==> src/rtl/axi_rdata_router.sv <==
// axi_rdata_router
//
// Sits on the shared AXI4 R channel behind the read-address arbiter and
// steers each data beat to the requester named by its rid (Flash, Dcache,
// Device or Icache). Every AR handshake is recorded in a small in-order
// table so each response can be checked against the outstanding request:
// is the rid the expected one, and does rlast land on the recorded arlen?
// One register stage sits between the bus and the clients.
//
// Handshakes: a transfer happens on a cycle where valid and ready are both
// high. A valid, once raised, holds its payload stable until it is
// accepted. Ready may depend combinationally on the other side's ready
// (rready follows the selected client's ready), but no valid ever depends
// on a ready.
//
// Ports
//   clock, reset          clock; synchronous active-high reset
//   ar_hs, ar_id, ar_len  AR handshake observed from the arbiter
//   pend_full             pending table full; arbiter must hold off AR
//   rvalid/rready, rid, rdata, rresp, rlast   AXI R channel
//   fls/dc/dev/ic_valid   per-client beat valid (one-hot)
//   fls/dc/dev/ic_ready   per-client accept
//   out_data/resp/last    registered beat payload
//   out_beat              beat index within the burst, starting at 0
//   err_id/err_len/err_ovf  sticky protocol-check flags
module axi_rdata_router #(
  parameter int         DATA_W = 64,
  parameter int         DEPTH  = 4,
  parameter logic [3:0] FLS_ID = 4'b0000,
  parameter logic [3:0] DC_ID  = 4'b0001,
  parameter logic [3:0] DEV_ID = 4'b0010,
  parameter logic [3:0] IC_ID  = 4'b0011
) (
  input  logic              clock,
  input  logic              reset,
  input  logic              ar_hs,
  input  logic [3:0]        ar_id,
  input  logic [7:0]        ar_len,
  output logic              pend_full,
  input  logic              rvalid,
  output logic              rready,
  input  logic [3:0]        rid,
  input  logic [DATA_W-1:0] rdata,
  input  logic [1:0]        rresp,
  input  logic              rlast,
  output logic              fls_valid,
  output logic              dc_valid,
  output logic              dev_valid,
  output logic              ic_valid,
  input  logic              fls_ready,
  input  logic              dc_ready,
  input  logic              dev_ready,
  input  logic              ic_ready,
  output logic [DATA_W-1:0] out_data,
  output logic [1:0]        out_resp,
  output logic              out_last,
  output logic [7:0]        out_beat,
  output logic              err_id,
  output logic              err_len,
  output logic              err_ovf
);

  localparam int PW = $clog2(DEPTH);
  localparam int CW = PW + 1;

  typedef enum logic [1:0] {
    TGT_FLS = 2'd0,
    TGT_DC  = 2'd1,
    TGT_DEV = 2'd2,
    TGT_IC  = 2'd3
  } tgt_e;

  // Pending-AR table: circular buffer, contents need no reset.
  logic [3:0]    r_tab_id  [DEPTH];
  logic [7:0]    r_tab_len [DEPTH];
  logic [PW-1:0] r_wr_ptr;
  logic [PW-1:0] r_rd_ptr;
  logic [CW-1:0] r_count;

  // Output stage and burst beat counter.
  logic              r_stg_valid;
  logic [DATA_W-1:0] r_data;
  logic [1:0]        r_resp;
  logic              r_last;
  logic [7:0]        r_beat;
  tgt_e              r_tgt;
  logic [7:0]        r_beat_cnt;

  logic r_err_id;
  logic r_err_len;
  logic r_err_ovf;

  logic       w_full;
  logic       w_empty;
  logic       w_known;
  tgt_e       w_tgt;
  logic       w_sel_ready;
  logic       w_acc;
  logic       w_pop;
  logic       w_push;
  logic [3:0] w_head_id;
  logic [7:0] w_head_len;
  logic       w_id_bad;
  logic       w_len_bad;

  assign w_full     = (r_count == CW'(DEPTH));
  assign w_empty    = (r_count == '0);
  assign w_head_id  = r_tab_id[r_rd_ptr];
  assign w_head_len = r_tab_len[r_rd_ptr];

  // Decode rid into a client; unknown rids are accepted but dropped.
  always_comb begin
    w_known = 1'b1;
    w_tgt   = TGT_FLS;
    if (rid == FLS_ID)      w_tgt = TGT_FLS;
    else if (rid == DC_ID)  w_tgt = TGT_DC;
    else if (rid == DEV_ID) w_tgt = TGT_DEV;
    else if (rid == IC_ID)  w_tgt = TGT_IC;
    else                    w_known = 1'b0;
  end

  always_comb begin
    w_sel_ready = 1'b0;
    case (r_tgt)
      TGT_FLS: w_sel_ready = fls_ready;
      TGT_DC:  w_sel_ready = dc_ready;
      TGT_DEV: w_sel_ready = dev_ready;
      TGT_IC:  w_sel_ready = ic_ready;
      default: w_sel_ready = 1'b0;
    endcase
  end

  // The stage can take a new beat when empty or draining this cycle.
  assign rready = ~r_stg_valid | w_sel_ready;
  assign w_acc  = rvalid & rready;

  // A pop frees a slot in the same cycle, so a push into a full table
  // is still honoured when it coincides with a pop.
  assign w_pop  = w_acc & rlast & ~w_empty;
  assign w_push = ar_hs & (~w_full | w_pop);

  assign w_id_bad  = w_empty | (rid != w_head_id) | ~w_known;
  assign w_len_bad = ~w_empty & (rlast != (r_beat_cnt == w_head_len));

  always_ff @(posedge clock) begin
    if (w_push) begin
      r_tab_id[r_wr_ptr]  <= ar_id;
      r_tab_len[r_wr_ptr] <= ar_len;
    end
  end

  always_ff @(posedge clock) begin
    if (reset) begin
      r_wr_ptr <= '0;
      r_rd_ptr <= '0;
      r_count  <= '0;
    end else begin
      if (w_push) r_wr_ptr <= r_wr_ptr + PW'(1);
      if (w_pop)  r_rd_ptr <= r_rd_ptr + PW'(1);
      if (w_push && !w_pop)      r_count <= r_count + CW'(1);
      else if (w_pop && !w_push) r_count <= r_count - CW'(1);
    end
  end

  always_ff @(posedge clock) begin
    if (reset) begin
      r_stg_valid <= 1'b0;
      r_data      <= '0;
      r_resp      <= '0;
      r_last      <= 1'b0;
      r_beat      <= '0;
      r_tgt       <= TGT_FLS;
      r_beat_cnt  <= '0;
      r_err_id    <= 1'b0;
      r_err_len   <= 1'b0;
      r_err_ovf   <= 1'b0;
    end else begin
      if (w_acc && w_known) begin
        r_stg_valid <= 1'b1;
        r_data      <= rdata;
        r_resp      <= rresp;
        r_last      <= rlast;
        r_beat      <= r_beat_cnt;
        r_tgt       <= w_tgt;
      end else if (w_sel_ready) begin
        r_stg_valid <= 1'b0;
      end
      if (w_acc) begin
        r_beat_cnt <= rlast ? 8'd0 : r_beat_cnt + 8'd1;
        if (w_id_bad)  r_err_id  <= 1'b1;
        if (w_len_bad) r_err_len <= 1'b1;
      end
      if (ar_hs && !w_push) r_err_ovf <= 1'b1;
    end
  end

  assign pend_full = w_full;
  assign fls_valid = r_stg_valid & (r_tgt == TGT_FLS);
  assign dc_valid  = r_stg_valid & (r_tgt == TGT_DC);
  assign dev_valid = r_stg_valid & (r_tgt == TGT_DEV);
  assign ic_valid  = r_stg_valid & (r_tgt == TGT_IC);
  assign out_data  = r_data;
  assign out_resp  = r_resp;
  assign out_last  = r_last;
  assign out_beat  = r_beat;
  assign err_id    = r_err_id;
  assign err_len   = r_err_len;
  assign err_ovf   = r_err_ovf;

endmodule
==> config.mk <==
export PLATFORM = sky130hd
export DESIGN_NAME = axi_rdata_router
export DESIGN_NICKNAME = d
export VERILOG_FILES = /design/src/rtl/axi_rdata_router.sv
export SDC_FILE = /design/constraint.sdc
export NUM_CORES = 1
export LEC_CHECK = 0
export BUFFER_PORTS_ARGS = -buffer_cell sky130_fd_sc_hd__buf_2
export CAP_MARGIN = 15
export CORE_MARGIN = 2
export CORE_UTILIZATION = 28
export DETAILED_ROUTE_END_ITERATION = 16
export GPL_TIMING_DRIVEN = 0
export HOLD_SLACK_MARGIN = 0.03
export PLACE_DENSITY = 0.48
export SETUP_SLACK_MARGIN = 0.15
export SYNTH_ARGS = -nofsm -noshare
export SYNTH_HDL_FRONTEND = slang
export SYNTH_SLANG_ARGS = --single-unit
export TNS_END_PERCENT = 20
==> constraint.sdc <==
create_clock -name clock -period 7.2 [get_ports clock]
set_clock_uncertainty 0.05 [all_clocks]
set_input_delay 1.44 -clock clock [delete_from_list [all_inputs] [get_ports clock]]
set_output_delay 1.44 -clock clock [all_outputs]
set_load 0.01 [all_outputs]
Word level (Yosys, flattened, before mapping)
Memory sizes are Yosys's and may differ from the RTL's. A register that Yosys moved wholly into a read port is not among the register bits.
Index checks and enable logic that the tools add are counted.
W data, S select, Z words.
- register bits after elaboration: 96
- RAM bits: 48
- bits of input ports: 91
- output and inout bits: 84
- word-level logic and storage cells: 80
- memories kept: 2
- memory list (memory ; words ; bits a word ; read ports ; clocked after memory_dff ; write ports ; RTL line ; source):
    r_tab_len ; 4 ; 8 ; 1 ; 1 ; 1 ; 75 ; logic [7:0] r_tab_len [DEPTH];
    r_tab_id ; 4 ; 4 ; 1 ; 1 ; 1 ; 74 ; logic [3:0] r_tab_id [DEPTH];
- add/sub/neg operators: 5
- eq/ne operators: 10
- multiplexer cells: 20
- bitwise gates (word level): 17
- reduce and logical (&&, ||, !) cells: 13
- operators with widths (operator ; count):
    $mux W2 ; 8
    $and A1 B1 Y1 ; 9
    $add A8 B1 Y8 const B ; 1
    $eq A4 B2 Y1 const B ; 2
    $eq A8 B8 Y1 ; 1
    $mux W1 ; 8
    $mux W8 ; 1
    $mux W3 ; 2
    $add A2 B1 Y2 const B ; 2
    $eq A2 B2 Y1 const B ; 2
    $eq A4 B1 Y1 const B ; 1
    $logic_and A1 B1 Y1 ; 4
    $logic_not A4 Y1 ; 1
    $ne A4 B4 Y1 ; 1
    $not A1 Y1 ; 4
    $or A1 B1 Y1 ; 4
    $pmux W1 S4 ; 1
    $reduce_and A2 Y1 ; 2
    $reduce_bool A2 Y1 ; 2
    $add A3 B1 Y3 const B ; 1
    $eq A3 B3 Y1 const B ; 1
    $logic_not A3 Y1 ; 1
    $sub A3 B1 Y3 const B ; 1
    $eq A2 B1 Y1 const B ; 1
    other kinds (3) ; 4

Longest topological paths before layout
- depth in word-level cells: 12
- gate-level depth with buffers: 12
- depth with buffers taken out: 10

Worst setup path before layout
Ideal clock, no wire load.
- path type: in2reg
- start point: in ic_ready
- end point: reg r_count[2]
- library setup time: 0.070 ns
- data arrival time: 3.521 ns
- data required time: 7.080 ns
- setup slack: 3.558 ns
- stages: 10
- path buffers: 1
- cells stage by stage: mux4_2 -> o21a_1 -> buf_6 -> nand3_1 -> ha_1 -> inv_1 -> fa_1 -> xor2_1 -> or3_1 -> a21oi_1
- longest elaborated chain between the ends: 10
- elaborated cells on any way between the ends: 13
- classes of those cells: mux (2); bitwise (6); reduce/logical (5)
- ends and longest elaborated chain (item ; RTL line ; source):
    start: declaration ; 53 ; input logic ic_ready,
    $pmux W1 S4 (*) ; 124 ; case (r_tgt)
    $or A1 B1 Y1 (*) ; 134 ; assign rready = ~r_stg_valid | w_sel_ready;
    $and A1 B1 Y1 (*) ; 135 ; assign w_acc = rvalid & rready;
    $and A1 B1 Y1 (*) (2 in a row) ; 139 ; assign w_pop = w_acc & rlast & ~w_empty;
    $or A1 B1 Y1 ; 140 ; assign w_push = ar_hs & (~w_full | w_pop);
    $and A1 B1 Y1 ; 140 ;
    $logic_not A1 Y1 ; 161 ; else if (w_pop && !w_push) r_count <= r_count - CW'(1);
    $logic_and A1 B1 Y1 ; 161 ;
    $reduce_bool A2 Y1 (no line) ; - ;
    end signal: assignment ; 160 ; if (w_push && !w_pop) r_count <= r_count + CW'(1);
    end signal: assignment ; 161 ;
    end: declaration ; 78 ; logic [CW-1:0] r_count;
Mark *: on every way between the ends. The rest lies on a longest branch, timed or not.
A chain may end at the register's enable or synchronous reset.

Final worst setup path
- start point: in ic_ready
- end point: out rready
- longest elaborated chain between the ends: 2
- ends and longest elaborated chain (item ; RTL line ; source):
    $pmux W1 S4 ; 124 ;
    $or A1 B1 Y1 ; 134 ;
    end: declaration ; 41 ; output logic rready,
No other way between the ends.

==> results.py <==
metrics = {
    "status": {
        "status": "complete, no violations",
    },
    "clock_tree": {
        "cts_setup_buffers": 0,
        "cts_resized": 0,
        "clock_latency_ps": 410,
        "cts_sinks": 146,
        "path_clk_slew_ps": 60,
        "cts_inserted_buffers": 17,
        "holdBufCountCts": 0,
        "h-tree-depth": 4,
        "cts_tree": "done",
        "clockRootBuffer": "clkbuf_16",
        "clock_path_buffers": 2,
    },
    "routing": {
        "routed_wl_mm": 15.05,
        "dr.first_iter.drc_count": 191,
        "vias": 4358,
        "avgRoutedWirePerCell_um": 15.02,
        "drc": 0,
        "vias_per_cell": 4.349,
        "first_pass_iters": 4,
        "drt.antenna.violating_nets": 0,
    },
    "synthesis": {
        "netlist-cell-type-count": 39,
        "synth.net_count": 627,
        "netlist_area_um2": 5540,
        "ys_seq_area_frac": 0.6143,
        "ys_ff_latch": 146,
        "async_reset_ff_frac": 0,
        "ys_warn_count": 0,
        "ys.flop_type": "dfxtp_1",
        "synth_edf_count": 48,
        "syn_area_per_cell_um2": 10.47,
        "syn_inst": 529,
    },
    "floorplanning": {
        "placementRows": 51,
        "die_area_um2": 20930,
        "initial_utilization": 0.2847,
        "design.core.area_um2": 19460,
        "ios": 175,
        "die_h_um": 144.7,
        "chipWidth_um": 144.7,
    },
    "timing": {
        "hold_viol_final": 0,
        "tns_ps": 0,
        "setup_viol": 0,
        "period_minus_slack_ps": 3894,
        "maxSlewHeadroom": 0.5485,
        "post-route-period-util": 0.5409,
        "tightest_slew_ps": 677.2,
        "max_freq_mhz": 256.8,
        "hold-worst-slack_ps": 401.5,
        "slew_violations": 0,
        "rsz0062_at_grt": "no",
    },
    "place": {
        "place_hpwl_mm": 11.50,
        "port_buffers": 174,
        "gp_congestion": 0.7902,
    },
    "critical_path": {
        "end_kind": "output port",
        "crit_family": "multiplexers",
        "crit_top_cell": "buf_2",
        "required_ps": 5710,
        "path_class": "input port to output port",
        "crit_chain": "buf_2, mux4_2, nand2b_1, buf_2",
        "cp_slowest_cell": "mux4_2",
        "rrSetupSlack_ps": 4320,
        "reg2reg_to": "r_count[2]",
        "crit_fanout": 4,
        "start_kind": "input port",
        "r2r-start": "r_tgt[0]",
        "max_stage_delay_ps": 530,
        "ff2ff_path_depth": 10,
        "cp_data_arrival_time_ps": 2400,
        "crit_buf_inv": 2,
    },
    "grt": {
        "grt_overflow": 0,
        "grt_max_degree": 17,
        "antenna_found_initial": 3,
        "grt_usage": 0.1416,
        "grt_pass1_vias": 4276,
        "grt_first_pass_wirelength_mm": 22.20,
    },
    "power_and_ir_drop": {
        "irDropWorstVdd_v": 0.0001596,
        "swShare": 0.2575,
        "p_seq_frac": 0.452,
        "p_per_area_nw_per_um2": 285.0,
        "power.switching_uw": 538.1,
        "combinationalPowerShare": 0.133,
        "p_clk_frac": 0.415,
        "power.leakage_uw": 0.003000,
        "internal_power_uw": 1552,
    },
    "job": {
        "cap_violations": 0,
    },
    "finish": {
        "seqCellArea_um2": 3403,
        "num-nets-final": 820,
        "multi_input_area_um2": 1939,
        "nFillCells": 1969,
        "syn_to_final_growth_pct": 32.36,
        "drive_gt1_frac": 0.3224,
    },
    "min_path": {
        "min_delay_path_depth": 2,
        "hold_end": "out_data[62]",
        "hp-start": "out_data[62]",
        "min_path_type": "flip-flop to flip-flop",
    },
}
-- synth_stat cells (all sizes together), types with 3 or more instances --
| cell type | instances | area, um^2 |
|---|---|---|
| nand4 | 5 | 31.28 |
| inv | 4 | 15.01 |
| edfxtp | 48 | 1441 |
| nor4 | 3 | 18.77 |
| mux4 | 11 | 247.7 |
| nor3 | 5 | 30.03 |
| dfxtp | 98 | 1962 |
| xor2 | 19 | 166.4 |
| and2 | 4 | 25.02 |
| nand2b | 4 | 25.02 |
| clkbuf | 15 | 56.30 |
| buf | 18 | 126.4 |
| a21oi | 84 | 420.4 |
| nand2 | 159 | 596.8 |
| or3 | 4 | 25.02 |
| ha | 6 | 75.07 |
| nor2 | 18 | 67.56 |
-- cells in the final DEF (no fill, tap or decap), types with 2 or more instances in the layout --
cell	instances
inv_4	2
and3_1	2
inv_1	4
buf_2	185
nor4_1	3
xnor2_1	2
edfxtp_1	48
mux2i_1	2
nor2_1	18
nor3b_1	2
buf_6	6
ha_1	6
and2_1	4
nand4_1	5
nand3_1	2
a21oi_1	84
diode_2	2
dfxtp_1	98
xor2_1	19
mux4_2	11
nand2_1	159
or3_1	4
clkbuf_1	17
nand2b_1	4
nor3_1	4
clkbuf_16	18
inv_6	5
-- logic make-up after synthesis --
family / count (synthesis) / synth area share
and+or+nand+nor: 211 / 0.1588
DFF: 146 / 0.6143
AOI/OAI and AO/OA: 93 / 0.08988
buffers and inverters: 37 / 0.03568
xor gates and xnor gates: 21 / 0.03320
muxes: 14 / 0.05104
adders and majority gates: 7 / 0.01716
-- worst register-to-register path, stage by stage (launching register included) --
cell     delay, ps
dfxtp_1        450
mux4_2         600
o21a_1         210
buf_6          140
nand3_1        130
ha_1           200
inv_1           60
fa_1           370
xor2_1         160
or3_1          300
a21oi_1        140
-- area by class of cell --
| type | instances | area share |
|---|---|---|
| plain buffers | 33 | 0.02491 |
| well taps | 265 | 0.04521 |
| flip-flops and latches | 146 | 0.4641 |
| repair buffers | 174 | 0.1188 |
| multi-input cells | 346 | 0.2645 |
| diodes | 2 | 0.0006825 |
| inverters | 4 | 0.002047 |
| clock buffers | 21 | 0.06432 |
| clock inverters | 11 | 0.01553 |
-- sequential cells by signal, summed over array words and instances (netlist names), named ones only --
register     count
r_wr_ptr         2
r_rd_ptr         2
r_tab_len       32
r_tab_id        16
err_len          1
out_data        64
r_beat_cnt       8
out_last         1
out_beat         8
r_stg_valid      1
err_ovf          1
err_id           1
out_resp         2
r_count          3
r_tgt            2
-- metrics by stage --
| step | instance area, um^2 | setup WS, ps | cells | util | power (uW) |
|---|---|---|---|---|---|
| global placement | 6743 | 3305 | 968 | 0.3464 | 1234 |
| floorplan | 5540 | 3558 | 529 | - | 1136 |
| finish | 7333 | 3306 | 1002 | 0.3768 | 2090 |
| global route | 7333 | 3283 | 1002 | 0.3768 | 2188 |
| detailed placement | 6743 | 3294 | 968 | 0.3464 | 1245 |
| CTS | 7328 | 3301 | 1000 | 0.3765 | 2118 |
-- routing by layer --
layer | GRT usage | wire [um] | vias to the layer above
li1 | - | - | 2186
met5 | 0 | 17 | -
met3 | 0.04574 | 1044 | 13
met2 | 0.2444 | 7338 | 135
met1 | 0.1650 | 6496 | 2022
met4 | 0.05110 | 149 | 2
-- power groups by stage --
stage | sequential [uW] | combinational [uW] | clock, uW
final | 944 | 278 | 867
after global routing | 950 | 311 | 926
after CTS | 945 | 284 | 890
after detailed placement | 962 | 283 | 0
after global placement | 959 | 275 | 0
after floorplan | 961 | 176 | 0
-- worst max-delay path by stage --
stage / start / end / slack [ps] / cells past startpoint
after detailed placement: ic_ready / r_count[2] / 3290 / 11
after CTS: ic_ready / rready / 3300 / 4
final: ic_ready / rready / 3310 / 4
after floorplan: ic_ready / r_count[2] / 3560 / 10
after global placement: ic_ready / rready / 3310 / 4
after global routing: ic_ready / rready / 3280 / 4
(Power assumes the default switching activity.)
